### src/rtl/demux16_1x9_reg.sv
// Registered 1-to-9 demultiplexer: steers one valid/ready word per cycle into one of nine
// single-entry output holding registers. Define DEMUX_ERR_CNT_EN to build the drop counter.
module demux16_1x9_reg #(
    parameter int WIDTH = 16
) (
    input  logic               clk,
    input  logic               rst_n,
    input  logic [WIDTH-1:0]   in_data,
    input  logic [3:0]         in_sel,
    input  logic               in_valid,
    output logic               in_ready,
    output logic [9*WIDTH-1:0] out_data,
    output logic [8:0]         out_valid,
    input  logic [8:0]         out_ready,
    output logic               err_sel,
    output logic [7:0]         err_count
);

    localparam int NCH = 9;

    typedef enum logic {
        EMPTY = 1'b0,
        FULL  = 1'b1
    } ch_state_e;

    ch_state_e                  state_q [NCH];
    ch_state_e                  state_d [NCH];
    logic [NCH-1:0][WIDTH-1:0]  data_q;
    logic [NCH-1:0][WIDTH-1:0]  data_d;
    logic                       sel_ok;
    logic                       in_fire;
    logic                       err_sel_q;

    assign sel_ok  = (in_sel <= 4'd8);
    assign in_fire = in_valid && in_ready;

    // Invalid selects are always accepted so they can be dropped without stalling.
    always_comb begin
        // NOTE: every variable written here gets a default first, so no latch is inferred.
        in_ready = 1'b1;
        for (int k = 0; k < NCH; k++) begin
            if (in_sel == 4'(k)) begin
                in_ready = (state_q[k] == EMPTY) || out_ready[k];
            end
        end
    end

    always_comb begin
        for (int k = 0; k < NCH; k++) begin
            state_d[k] = state_q[k];
            data_d[k]  = data_q[k];
            if (in_fire && (in_sel == 4'(k))) begin
                // A write in the same cycle as a drain refills without a bubble.
                state_d[k] = FULL;
                data_d[k]  = in_data;
            end else if ((state_q[k] == FULL) && out_ready[k]) begin
                state_d[k] = EMPTY;
                data_d[k]  = '1;
            end
        end
    end

    // NOTE: the data registers are reset as well, because an EMPTY channel must read all-ones.
    always_ff @(posedge clk or negedge rst_n) begin
        if (!rst_n) begin
            for (int k = 0; k < NCH; k++) begin
                state_q[k] <= EMPTY;
                data_q[k]  <= '1;
            end
            err_sel_q <= 1'b0;
        end else begin
            // NOTE: sequential state uses non-blocking assignments only.
            for (int k = 0; k < NCH; k++) begin
                state_q[k] <= state_d[k];
                data_q[k]  <= data_d[k];
            end
            err_sel_q <= in_valid && !sel_ok;
        end
    end

    always_comb begin
        for (int k = 0; k < NCH; k++) begin
            out_valid[k] = (state_q[k] == FULL);
        end
    end

    assign out_data = data_q;
    assign err_sel  = err_sel_q;

`ifdef DEMUX_ERR_CNT_EN
    logic [7:0] err_cnt_q;

    always_ff @(posedge clk or negedge rst_n) begin
        if (!rst_n) begin
            err_cnt_q <= 8'd0;
        end else if (in_valid && !sel_ok && (err_cnt_q != 8'hFF)) begin
            err_cnt_q <= err_cnt_q + 8'd1;
        end
    end

    assign err_count = err_cnt_q;
`else
    assign err_count = 8'd0;
`endif

endmodule

### config.mk
export PLATFORM = sky130hd
export DESIGN_NAME = demux16_1x9_reg
export DESIGN_NICKNAME = d
export VERILOG_FILES = /design/src/rtl/demux16_1x9_reg.sv
export SDC_FILE = /design/constraint.sdc
export NUM_CORES = 1
export LEC_CHECK = 0
export ABC_AREA = 1
export BUFFER_PORTS_ARGS = -buffer_cell sky130_fd_sc_hd__buf_2
export CELL_PAD_IN_SITES_DETAIL_PLACEMENT = 0
export CELL_PAD_IN_SITES_GLOBAL_PLACEMENT = 1
export CORE_ASPECT_RATIO = 0.8
export CORE_MARGIN = 2
export CORE_UTILIZATION = 40
export CTS_CLUSTER_DIAMETER = 40
export DETAILED_ROUTE_END_ITERATION = 6
export PLACE_DENSITY = 0.93
export RECOVER_POWER = 50
export SYNTH_ARGS = -nofsm -noshare
export SYNTH_HDL_FRONTEND = slang
export SYNTH_SLANG_ARGS = --single-unit
### constraint.sdc
create_clock -name clk -period 3 [get_ports clk]
set_input_delay 0.6 -clock clk [delete_from_list [all_inputs] [get_ports clk]]
set_output_delay 0.6 -clock clk [all_outputs]
set_load 0.02 [all_outputs]
# Yosys cells after proc, flatten, opt, wreduce, memory -nomap -nowiden
# Cells that the tools add are included.
[op_classes]
n_bitwise = 9
n_mux = 45
order_cmp = 1
n_reduce_logical = 40
n_eq_ne = 8
[ops]
columns = ["operator", "n"]
rows = [
  ["two-way mux 16 bit", 18],
  ["two-way mux 1 bit", 27],
  ["logical AND 1 bit", 20],
  ["nonzero test 2 bit", 9],
  ["== test 4 x 3 -> 1 bit, second input constant", 4],
  ["logical OR 1 bit", 9],
  ["inverter 1 bit", 9],
  ["== test 4 x 2 -> 1 bit, second input constant", 2],
  ["== test 4 x 1 -> 1 bit, second input constant", 1],
  ["== test 4 bit, second input constant", 1],
  ["<= comparator 4 bit, second input constant", 1],
  ["zero test 4 bit", 1],
  ["zero test 1 bit", 1],
]
[word_totals]
wordCells = 122
input_bits = 32
regBits = 154

# Logic depth before layout (Yosys ltp)
# Gate-level depths: netlist (run 1).
[depth]
depth_word = 14
depth_mapped = 13
mapped_depth_nobuf = 12

# Worst setup path after synthesis (run 1)
# Ideal clock, no wire load.
[synth_timing]
path_kind = "input-to-output"
startpoint = "in in_sel[1]"
endpoint = "out in_ready"
t_required_ns = 2.400
setup_slack_ns = 0.669
arrival_time_ns = 1.731
stages = 9
cell_sequence = "buf_4 > nand2_2 > inv_2 > nand3_1 > nand4_1 > nor2_1 > nand4_1 > nor2_1 > clkbuf_1"
[synth_via]
elab_chain_len = 10
elab_cells_between_ends = 18
classes_between = "eq/ne: 8; mux: 9; reduce/logical: 1"
[synth_lines]
columns = ["element", "line_no", "rtl"]
rows = [
  ["from (decl)", "9", "input logic [3:0] in_sel,"],
  ["zero test 4 bit", "42", "if (in_sel == 4'(k)) begin"],
  ["two-way mux 1 bit (8 in a row)", "42", ""],
  ["two-way mux 1 bit *", "42", ""],
  ["to (decl)", "11", "output logic in_ready,"],
]
# Mark *: on every way between the ends. The rest lies on a longest branch, timed or not.

# Worst setup path after layout (run 1)
[layout_timing]
startpoint = "in in_sel[0]"
endpoint = "out in_ready"
# The elaborated chain is that of the path after synthesis.

==> results.md, run 1 <==
* Clk buf depth at 2
* Post-CTS Resized at 0
* Inserted Clock Buffers at 17
* Worst EP arrival at 1.93 ns
* Seq pwr share at 43.1%
* Final GP Congestion at 0.840
* Final cycle utilization of the critical path at 84.3%
* Synth Area in Compound Gates at 1.80%
* Adder-cell share of the synthesized area at 0%
* Mux share of post-synthesis cell area at 0%
* Largest family of logic cells by synthesized area: simple AND/OR/NAND/NOR gates
* Worst setup SP type: input pin
* Top cells by area, synth: dfstp_2, nand2_1, nand4_1
* CTS sink count at 154
* Max Fclk at 396 MHz
* Critical Path RT at 2.40 ns
* H-tree Lvls at 4
* Switching portion of total power at 34.9%
* Comb pwr share at 28.2%
* GR Overflow Total at 0
* Wirelength per Cell at 18.7 um
* Post-synthesis sequential area ratio at 51.8%
* Net count, final at 1080
* Fill count at 1906
* XOR/XNOR Fraction of Synth Area at 0%
* Row cnt at 45
* Max Slew Vio Count at 63
* GRT Util Overall at 24.4%
* Root Driver: clkbuf_16
* Vias per std cell at 5.39
* Post-synthesis cell count at 892
* CTS tree: yes
* Max cap viols at 1
* Worst setup path class: in -> out
* Worst-Margin Slew at 1.62 ns
* Cell total after placement at 1287
* Final setup violation count at 0
* Area used by multi-input combinational logic at 3150 um2
* Storage cell area at 4030 um2
* Simple-gate share of the synthesized area at 38.3%
* Synthesized area at 7780 um2
* Initial cell density of the core at 40.9%
* First-pass GRT wire length at 38.4 mm
* Leak at 0.00412 uW
* Chip Height at 129 um
* Layout Area Growth over Synthesis at 19.9%
* Worst Skew at 0.0108 ns
* Starting DRT DRC Count at 595
* Total iterations of the first detailed-routing run at 5
* Post-synth cell types at 25
* Post-synth top area share at 48.6%
* CP Capture Type: output pin
* Non-Filler Instances at 1321
* DR vias at 7114
* Flops & latches, synth at 154
* CP max FO at 6
* Initial antenna violation count at 2
* HP Class: in -> reg
* Dpl hpwl at 15.7 mm
* Avg Cell Area, Syn at 8.72 um2
* Die area at 20600 um2
* Remaining DRCs at 0
* Die W at 160 um
* Share of layout cells above drive strength 1 at 31.4%
* Clock Power Share at 28.6%
* Later-pin clock latency in the skew report at 0.43 ns
* Tmin final at 2.53 ns
* Outcome: complete, but fails checks
* Int Pwr at 5370 uW
* RSZ-0062 raised after global routing: no
* Pre-CTS WS at 0.463 ns
* Yosys warns at 0
* CTS Hold Bufs at 0
* Failing checks: capacitance limit, slew limit
* Clk slew on worst S/H paths at 0.07 ns
* ANT nets after route at 0
* Core area at 19000 um2
* IO Pins at 195
* Slew HR at -7.99%
* Post-CTS Setup Bufs at 0
* Power per cell area at 885 nW/um2
* Vias in the first global route at 6705
* TNS Setup at 0 ns
* Core Util, Final at 49.0%
* Area leader, netlist: dfstp_2
* WL final at 24.6 mm
* Final Hold Fails at 0
* Largest net degree at the start of global routing at 81
* NetSw at 2880 uW
* Peak VDD IR at 376 uV
* Port buffer count at 186
* Final worst slack at 0.472 ns
-- state kept, by name, indices dropped and copies added (netlist names) --
name       cells
err_sel        1
out_valid      9
out_data     144
-- critical path, stage by stage --
cell	delay [ns]
buf_2	0.16
nor2_1	0.17
inv_2	0.08
nor3_1	0.32
inv_2	0.06
nor2_1	0.24
nor2_4	0.11
buf_2	0.18
-- cell usage in the layout (no fill, tap or decap), types with 3 or more instances in the layout --
cell and n:
nand2_1 276, dfstp_2 144, nand3_1 134, nand4_1 130
buf_2 109, clkbuf_1 82, inv_1 44, nor2_1 17
clkbuf_16 17, o22ai_1 16, buf_4 14, inv_2 10
dfrtp_1 10, nand4_4 9, nand2_4 8, conb_1 8
o21ai_1 7, bufinv_16 5, clkinv_2 3
-- kinds of logic after synthesis --
group / Yosys count
flip-flops: 154
AND/OR/NAND/NOR: 585
buffers and inverters: 128
other: 1
AO/OA/AOI/OAI: 24
-- synth_stat cells --
cell type and n:
nand2_1 276, dfstp_2 144, nand3_1 134, nand4_1 130, inv_1 44, clkbuf_1 32
nor2_1 18, buf_4 17, buf_2 16, o22ai_1 16, dfrtp_1 10, inv_2 10
nand4_4 9, buf_6 8, nand2_4 8, o21ai_1 7, nor3_2 3, nand2_2 2
nor3_4 2, clkinv_1 1, conb_1 1, nand2_8 1, nor2_4 1, nor3_1 1
o21ai_0 1
-- power by group through the flow --
stage / combinational, uW / clock, uW / sequential [uW]
floorplan: 741 / 0 / 4310
global placement: 2370 / 0 / 3570
detailed placement: 2420 / 0 / 3560
CTS: 2430 / 2400 / 3540
global route: 2550 / 2480 / 3640
finish: 2330 / 2360 / 3560
-- routing by layer --
| layer | track usage (%) | vias up | wire length, um |
|---|---|---|---|
| met2 | 34.7 | 305 | 10500 |
| met3 | 6.61 | 35 | 2310 |
| met1 | 35.7 | 3409 | 11300 |
| met5 | 0 | - | 0 |
| li1 | - | 3365 | - |
| met4 | 8.74 | 0 | 514 |
-- layout make-up --
type	count	area share [%]
clock buffers	24	5.06
diodes	2	0.0536
clock inverters	8	1.77
inverters	55	2.21
flip-flops and latches	154	43.2
repair buffers	203	10.4
multi-input cells	617	33.8
well taps	258	3.46
-- metrics by stage --
step | instance area, um2 | hold WS [ns] | power (uW)
final | 9330 | 0.358 | 8250
after global routing | 9330 | 0.348 | 8670
after CTS | 9450 | 0.172 | 8370
after detailed placement | 8810 | 0.474 | 5980
after global placement | 8810 | 0.473 | 5940
after floorplan | 7810 | 0.304 | 5050
-- path summary, 6_finish.rpt --
path	cells past startpoint	startpoint	slack, ns	to
setup / recovery	8	in_sel[0]	0.47	in_ready
max in group asynchronous	2	rst_n	0.62	out_valid[5]$_DFFE_PN0P_
setup reg to reg	11	out_valid[0]$_DFFE_PN0P_	0.94	out_data[56]$_DFFE_PN1P_
hold reg to reg	2	out_data[51]$_DFFE_PN1P_	0.48	out_data[51]$_DFFE_PN1P_
hold / removal	2	out_ready[3]	0.36	out_valid[3]$_DFFE_PN0P_
min in group asynchronous	1	rst_n	0.58	out_valid[2]$_DFFE_PN0P_
Power figures use the tool's default switching activity.
==> run 2, diff against run 1 <==
--- a/config.mk
+++ b/config.mk
@@ -5,7 +5,7 @@
 export SDC_FILE = /design/constraint.sdc
 export NUM_CORES = 1
 export LEC_CHECK = 0
-export ABC_AREA = 1
+export ABC_AREA = 0
 export BUFFER_PORTS_ARGS = -buffer_cell sky130_fd_sc_hd__buf_2
 export CELL_PAD_IN_SITES_DETAIL_PLACEMENT = 0
 export CELL_PAD_IN_SITES_GLOBAL_PLACEMENT = 1
@@ -14,7 +14,7 @@
 export CORE_UTILIZATION = 40
 export CTS_CLUSTER_DIAMETER = 40
 export DETAILED_ROUTE_END_ITERATION = 6
-export PLACE_DENSITY = 0.93
+export PLACE_DENSITY = 0.92
 export RECOVER_POWER = 50
 export SYNTH_ARGS = -nofsm -noshare
 export SYNTH_HDL_FRONTEND = slang
==> constraint.sdc (replaced) <==
create_clock -name clk -period 2.4 [get_ports clk]
set_input_delay 0.48 -clock clk [delete_from_list [all_inputs] [get_ports clk]]
set_output_delay 0.48 -clock clk [all_outputs]
set_load 0.02 [all_outputs]
==> run 2 against run 1 <==
Compared with the run above: the flow finishes with violations (DRC); register-to-register slack worse by 0.60 ns; combinational power up 15%; routed wire length down 28%; design area down 12%; cell count down 26%; worst setup slack worse by 0.37 ns; sequential power up 21%; clock skew down 0.00093 ns; area after synthesis down 16%; die area down 16%; clock-buffer cell count down 1; worst hold slack worse by 0.10 ns; critical endpoint unchanged; largest cell class unchanged.
==> results.md, run 2 <==
* Outcome: complete, but fails checks (unchanged)
* Failing checks: DRC (was capacitance limit, slew limit)
* Net count, final at 780 (was 1080)
* Worst EP arrival at 1.82 ns (was 1.93 ns)
* Max Fclk at 435 MHz
* Vias per std cell at 5.08 (was 5.39)
* Remaining DRCs at 2 (was 0)
* Max reg flops at 144 (unchanged)
* WHS Path Cells at 2 (unchanged)
* GR Overflow Total at 0 (unchanged)
* Worst setup path class: reg -> out (was in -> out)
* Ant. Diodes at 0 (was 2)
* Seq pwr share at 44.2% (was 43.1%)
* Area leader, netlist: dfstp_2 (unchanged)
* Cell total after placement at 943 (was 1287)
* Worst-Margin Slew at 1.36 ns (was 1.62 ns)
* Die area at 17400 um2 (was 20600 um2)
* Switching portion of total power at 33.7% (was 34.9%)
* Slew HR at 9.10% (was -7.99%)
* Vias in the first global route at 4916 (was 6705)
* Top post-synthesis cells by count: dfstp_2, nor2_1, mux2i_1, o21ai_0, a21oi_1 (was nand2_1, dfstp_2, nand3_1, nand4_1, inv_1)
* Avg Cell Area, Syn at 11.7 um2 (was 8.72 um2)
* Comb pwr share at 27.7% (was 28.2%)
* Final Cell Area at 8240 um2 (was 9330 um2)
* Die W at 147 um (was 160 um)
* FFs w/ async S/R, synth at 100% (unchanged)
* Dominant register cell in the synthesized netlist: dfstp_2 (unchanged)
* Final setup violation count at 0 (unchanged)
* GRT Util Overall at 20.8% (was 24.4%)
* Core area at 15900 um2 (was 19000 um2)
* Row cnt at 41 (was 45)
* Number of synthesized flops with an enable pin at 0 (unchanged)
* Placed Area at 7740 um2 (was 8810 um2)
* Top-count cell post-synth: dfstp_2 (was nand2_1)
* Starting DRT DRC Count at 225 (was 595)
* Int Pwr at 6440 uW (was 5370 uW)
* Port buffer count at 186 (unchanged)
* Top cells by area, synth: dfstp_2, mux2i_1, nor2_1 (was dfstp_2, nand2_1, nand4_1)
* Hold Path Sink: out_valid[4]$_DFFE_PN0P_ (was out_valid[3]$_DFFE_PN0P_)
* Clock Power Share at 28.1% (was 28.6%)
* RSZ-0062 raised after global routing: no (unchanged)
* Share of layout cells above drive strength 1 at 43.5% (was 31.4%)
* R2r setup slk at 0.34 ns (was 0.94 ns)
* CTS tree: yes (unchanged)
* Power per cell area at 1180 nW/um2 (was 885 nW/um2)
* Root Driver: clkbuf_16 (unchanged)
* R2R depth at 6 (was 11)
* WHS at 0.257 ns (was 0.358 ns)
* Total iterations of the first detailed-routing run at 7 (was 5)
* TNS Setup at 0 ns (unchanged)
* Most frequent cells in the layout: dfstp_2, buf_2, nor2_1 (was nand2_1, dfstp_2, nand3_1)
* Commonest non-fill, non-tap cell in the layout: dfstp_2 (was nand2_1)
* Post-synthesis sequential area ratio at 61.8% (was 51.8%)
* Wirelength per Cell at 18.2 um (was 18.7 um)
* Inserted Clock Buffers at 17 (unchanged)
* Dpl hpwl at 12.5 mm (was 15.7 mm)
* H-tree Lvls at 4 (unchanged)
* CP startpoint: out_valid[2]$_DFFE_PN0P_ (was in_sel[0])
* CTS Hold Bufs at 0 (unchanged)
* Worst setup SP type: flip-flop (was input pin)
* Chip Height at 118 um (was 129 um)
* Core Util, Final at 52.0% (was 49.0%)
* Later-pin clock latency in the skew report at 0.42 ns (was 0.43 ns)
* Max cap viols at 0 (was 1)
* Final cycle utilization of the critical path at 95.7%
* CP Capture Type: output pin (unchanged)
* Non-Filler Instances at 976 (was 1321)
* Post-synth top area share at 58.0% (was 48.6%)
* Post-synth cell types at 46 (was 25)
* Worst Skew at 0.00983 ns (was 0.0108 ns)
* WL final at 17.8 mm (was 24.6 mm)
* NetSw at 3280 uW (was 2880 uW)
* Clk buf depth at 2 (unchanged)
* Clk slew on worst S/H paths at 0.06 ns (was 0.07 ns)
* ANT nets after route at 0 (unchanged)
* Flops & latches, synth at 154 (unchanged)
* Max Slew Vio Count at 0 (was 63)
* HP Class: in -> reg (unchanged)
* Final Hold Fails at 0 (unchanged)
* Leak at 0.00390 uW (was 0.00412 uW)
* R2R Path End: out_data[88]$_DFFE_PN1P_ (was out_data[56]$_DFFE_PN1P_)
* CP max FO at 3 (was 6)
* Final GP Congestion at 0.826 (was 0.840)
* Peak VDD IR at 683 uV (was 376 uV)
* Post-synthesis cell count at 560 (was 892)
* CTS sink count at 154 (unchanged)
* Largest net degree at the start of global routing at 55 (was 81)
* Critical Path RT at 1.92 ns (was 2.40 ns)
* First-pass GRT wire length at 27.8 mm (was 38.4 mm)
* Reg2reg start: out_valid[6]$_DFFE_PN0P_ (was out_valid[0]$_DFFE_PN0P_)
* Worst Hold Launch: out_ready[4] (was out_ready[3])
* Initial cell density of the core at 41.2% (was 40.9%)
* Yosys warns at 0 (unchanged)
* IO Pins at 195 (unchanged)
* Initial antenna violation count at 0 (was 2)
* Synthesized area at 6530 um2 (was 7780 um2)
* DR vias at 4955 (was 7114)
* Tmin final at 2.30 ns
* Layout Area Growth over Synthesis at 26.2% (was 19.9%)
-- run 2: repair_timing --
item	4_1_cts	5_1_grt
endpoints found under the hold margin	0	0
pin swaps	0	2
setup buffers	0	1
setup endpoints to repair	1	1
resized for setup	1	2
-- run 2: worst max-delay path, stage by stage (launching register included) --
cell and delay (ns):
dfrtp_1 0.40, nand2b_4 0.09, a221o_1 0.35, o32a_1 0.20, o21ai_1 0.12, a21oi_1 0.08
buf_2 0.16
-- run 2: per-layer routing --
metal	vias up	part of all wire, %	GRT usage [%]
met5	-	0	0
met4	0	0.80	4.67
met3	15	7.9	7.22
met2	178	43	29.8
met1	2476	48	30.4
li1	2286	-	-
-- run 2: worst max-delay path by stage --
stage          endpoint  slack [ns]
2_1_floorplan  in_ready        0.19
3_3_place_gp   in_ready        0.15
3_5_place_dp   in_ready        0.15
4_1_cts        in_ready        0.04
5_1_grt        in_ready       0.008
6_report       in_ready        0.10
-- run 2: power groups by stage --
stage	clock network, uW	registers (uW)	logic, uW
3_5_place_dp	0	4310	2790
4_1_cts	2800	4280	2800
6_report	2730	4290	2690
3_3_place_gp	0	4290	2740
2_1_floorplan	0	5250	784
5_1_grt	2890	4390	2910
-- run 2: final cells by class --
class | instances | area (um2)
tap | 215 | 269
clock inverter | 9 | 111
inverter | 20 | 75.1
multi-input combinational | 347 | 2170
timing repair buffer | 208 | 1080
clock buffer | 23 | 498
sequential | 154 | 4030
fill | 1416 | 7610
-- run 2: cells by family (layout without fill, tap and decap cells) --
kind of cell           count (synthesis)  in the layout  share of synthesized area (%)
AND/OR/NAND/NOR                      159            159                           11.1
multiplexers                          64             64                           9.81
flip-flops                           154            154                           61.8
buffers and inverters                 66            260                           5.54
other                                  1              8                         0.0574
AO/OA/AOI/OAI                        116            116                           11.7
-- run 2: metrics by stage --
stage	power (uW)	setup slack, ns
after floorplan	6040	0.193
after global placement	7030	0.149
after detailed placement	7100	0.147
after CTS	9880	0.0373
after global routing	10200	0.00841
final	9720	0.102
==> run 3, diff against run 2 <==
==> constraint.sdc (replaced) <==
create_clock -name clk -period 2.7 [get_ports clk]
set_input_delay 0.54 -clock clk [delete_from_list [all_inputs] [get_ports clk]]
set_output_delay 0.54 -clock clk [all_outputs]
set_load 0.02 [all_outputs]
==> run 3 against run 2 <==
Compared with the run above: design area fell by 1.0%; via count fell by 1.8%; power fell by 11%; sequential power fell by 11%; cell count fell by 0.82%; worst hold slack improved by 0.069 ns; the flow finishes with violations (capacitance limit, slew limit); clock skew barely moved; worst setup slack improved by 0.11 ns; clock-buffer cell count fell by 1; non-clock buffer count fell by 8; flip-flop and latch count did not move.
==> results.md, run 3 (synthesis results as in run 2) <==
* Clock Power Share at 27.9% (was 28.1%)
* NetSw at 2910 uW (was 3280 uW)
* Wirelength per Cell at 18.1 um (was 18.2 um)
* Max Slew Vio Count at 61 (was 0)
* CP peak stage delay at 0.34 ns (was 0.40 ns)
* Ant. Diodes at 0 (unchanged)
* Final cycle utilization of the critical path at 92.0%
* Final Cell Area at 8160 um2 (was 8240 um2)
* TNS Setup at 0 ns (unchanged)
* GRT Util Overall at 20.5% (was 20.8%)
* Max reg flops at 144 (unchanged)
* Total iterations of the first detailed-routing run at 5 (was 7)
* HP Class: in -> reg (unchanged)
* Later-pin clock latency in the skew report at 0.42 ns (about the same)
* WL final at 17.6 mm (was 17.8 mm)
* Port buffer count at 186 (unchanged)
* Int Pwr at 5700 uW (was 6440 uW)
* Row cnt at 41 (unchanged)
* Max Fclk at 402 MHz
* Outcome: complete, but fails checks (unchanged)
* CTS tree: yes (unchanged)
* GR Overflow Total at 0 (unchanged)
* Clk slew on worst S/H paths at 0.06 ns (about the same)
* ANT nets after route at 0 (unchanged)
* Core area at 15900 um2 (unchanged)
* Clk buf depth at 2 (unchanged)
* Placed Area at 7660 um2 (was 7740 um2)
* Critical Path Most Common Cell: buf_2
* Kind of cell adding the most delay to the critical path: compound AO/OA/AOI/OAI gates (unchanged)
* Vias in the first global route at 4742 (was 4916)
* Final GP Congestion at 0.839 (was 0.826)
* Share of layout cells above drive strength 1 at 42.8% (was 43.5%)
* Power per cell area at 1050 nW/um2 (was 1180 nW/um2)
* Switching portion of total power at 33.8% (was 33.7%)
* Peak VDD IR at 510 uV (was 683 uV)
* Initial antenna violation count at 0 (unchanged)
* Initial cell density of the core at 41.2% (unchanged)
* Root Driver: clkbuf_16 (unchanged)
* First-pass GRT wire length at 27.4 mm (was 27.8 mm)
* H-tree Lvls at 4 (unchanged)
* Starting DRT DRC Count at 241 (was 225)
* Final Hold Fails at 0 (unchanged)
* CTS sink count at 154 (unchanged)
* Comb pwr share at 27.7% (about the same)
* Worst Skew at 0.00998 ns (was 0.00983 ns)
* Tmin final at 2.48 ns
* Critical Path RT at 2.16 ns (was 1.92 ns)
* CP max FO at 13 (was 3)
* Die W at 147 um (unchanged)
* Seq pwr share at 44.4% (was 44.2%)
* WHS at 0.327 ns (was 0.257 ns)
* IO Pins at 195 (unchanged)
* Worst setup SP type: input pin (was flip-flop)
* Post-CTS Resized at 0 (was 1)
* Failing checks: capacitance limit, slew limit (was DRC)
* Crit path cell chain: buf_2 -> and2b_1 -> a221o_1 -> o32a_1 -> o21ai_0 -> a21oi_1 -> buf_2 (was nand2b_4 -> a221o_1 -> o32a_1 -> o21ai_1 -> a21oi_1 -> buf_2)
* Dpl hpwl at 12.3 mm (was 12.5 mm)
* Worst setup path class: in -> out (was reg -> out)
* Remaining DRCs at 0 (was 2)
* Post-CTS Setup Bufs at 0 (unchanged)
* Net count, final at 772 (was 780)
* Chip Height at 118 um (unchanged)
* CP Capture Type: output pin (unchanged)
* Largest net degree at the start of global routing at 62 (was 55)
* Commonest non-fill, non-tap cell in the layout: dfstp_2 (unchanged)
* RSZ-0062 raised after global routing: no (unchanged)
* CP max-delay cell: a221o_1 (was dfrtp_1)
* Max cap viols at 1 (was 0)
* Most frequent cells in the layout: dfstp_2, buf_2, nor2_1 (unchanged)
* Worst-Margin Slew at 1.53 ns (was 1.36 ns)
* Inserted Clock Buffers at 17 (unchanged)
* Slew HR at -2.11% (was 9.10%)
* Die area at 17400 um2 (unchanged)
* Final setup violation count at 0 (unchanged)
* Worst EP arrival at 1.94 ns (was 1.82 ns)
* CP Buf/Inv Count at 2 (was 1)
* Layout Area Growth over Synthesis at 25.0% (was 26.2%)
* DR vias at 4866 (was 4955)
* Vias per std cell at 5.03 (was 5.08)
* CTS Hold Bufs at 0 (unchanged)
* Leak at 0.00385 uW (was 0.00390 uW)
## run 3: cell types whose count changed in the layout (fill, tap and decap cells not counted), sizes merged
cell | before | now
buf | 143 | 138
clkbuf | 88 | 84
clkinv | 1 | 4
clkinvlp | 5 | 3
## run 3: metrics by stage
stage | std cells | setup WS, ns | power, uW | utilization [%]
2_1_floorplan | 567 | 0.373 | 5360 | -
5_1_grt | 968 | 0.144 | 9040 | 51.5
6_report | 968 | 0.215 | 8600 | 51.5
4_1_cts | 968 | 0.223 | 8750 | 52.1
3_5_place_dp | 936 | 0.141 | 6310 | 48.3
3_3_place_gp | 936 | 0.181 | 6240 | 48.3
## run 3: layout make-up
type / count / area [um2]
Fill cell: 1474 / 7690
Clock buffer: 22 / 484
Timing Repair Buffer: 200 / 1020
Tap cell: 215 / 269
Sequential cell: 154 / 4030
Multi-Input combinational cell: 347 / 2160
Clock inverter: 10 / 115
Inverter: 20 / 75.1
## run 3: per-layer routing
metal  wire length [um]  track usage [%]  share of wire (%)
met1               8300             29.3                 47
met2               7650             29.7                 44
met3               1430             7.22                8.1
met4                176             5.46                1.0
met5                  0                0                  0
## run 3: power by group through the flow
stage | Clock (uW) | Combinational [uW] | Sequential [uW]
after floorplan | 0 | 697 | 4670
after global routing | 2550 | 2580 | 3910
after CTS | 2460 | 2480 | 3810
after global placement | 0 | 2430 | 3810
after detailed placement | 0 | 2480 | 3830
final | 2400 | 2390 | 3820
## run 3: worst paths after layout
check                                         start                   endpoint  slack [ns]  cells after the start
min in group asynchronous                     rst_n   out_valid[3]$_DFFE_PN0P_        0.48                      1
hold / removal                         out_ready[4]   out_valid[4]$_DFFE_PN0P_        0.33                      2
max in group asynchronous                     rst_n  out_data[140]$_DFFE_PN1P_        0.68                      2
setup / recovery                          in_sel[0]                   in_ready        0.22                      7
hold reg to reg            out_data[76]$_DFFE_PN1P_   out_data[76]$_DFFE_PN1P_        0.51                      1
setup reg to reg           out_valid[8]$_DFFE_PN0P_   out_data[99]$_DFFE_PN1P_        0.53                      5
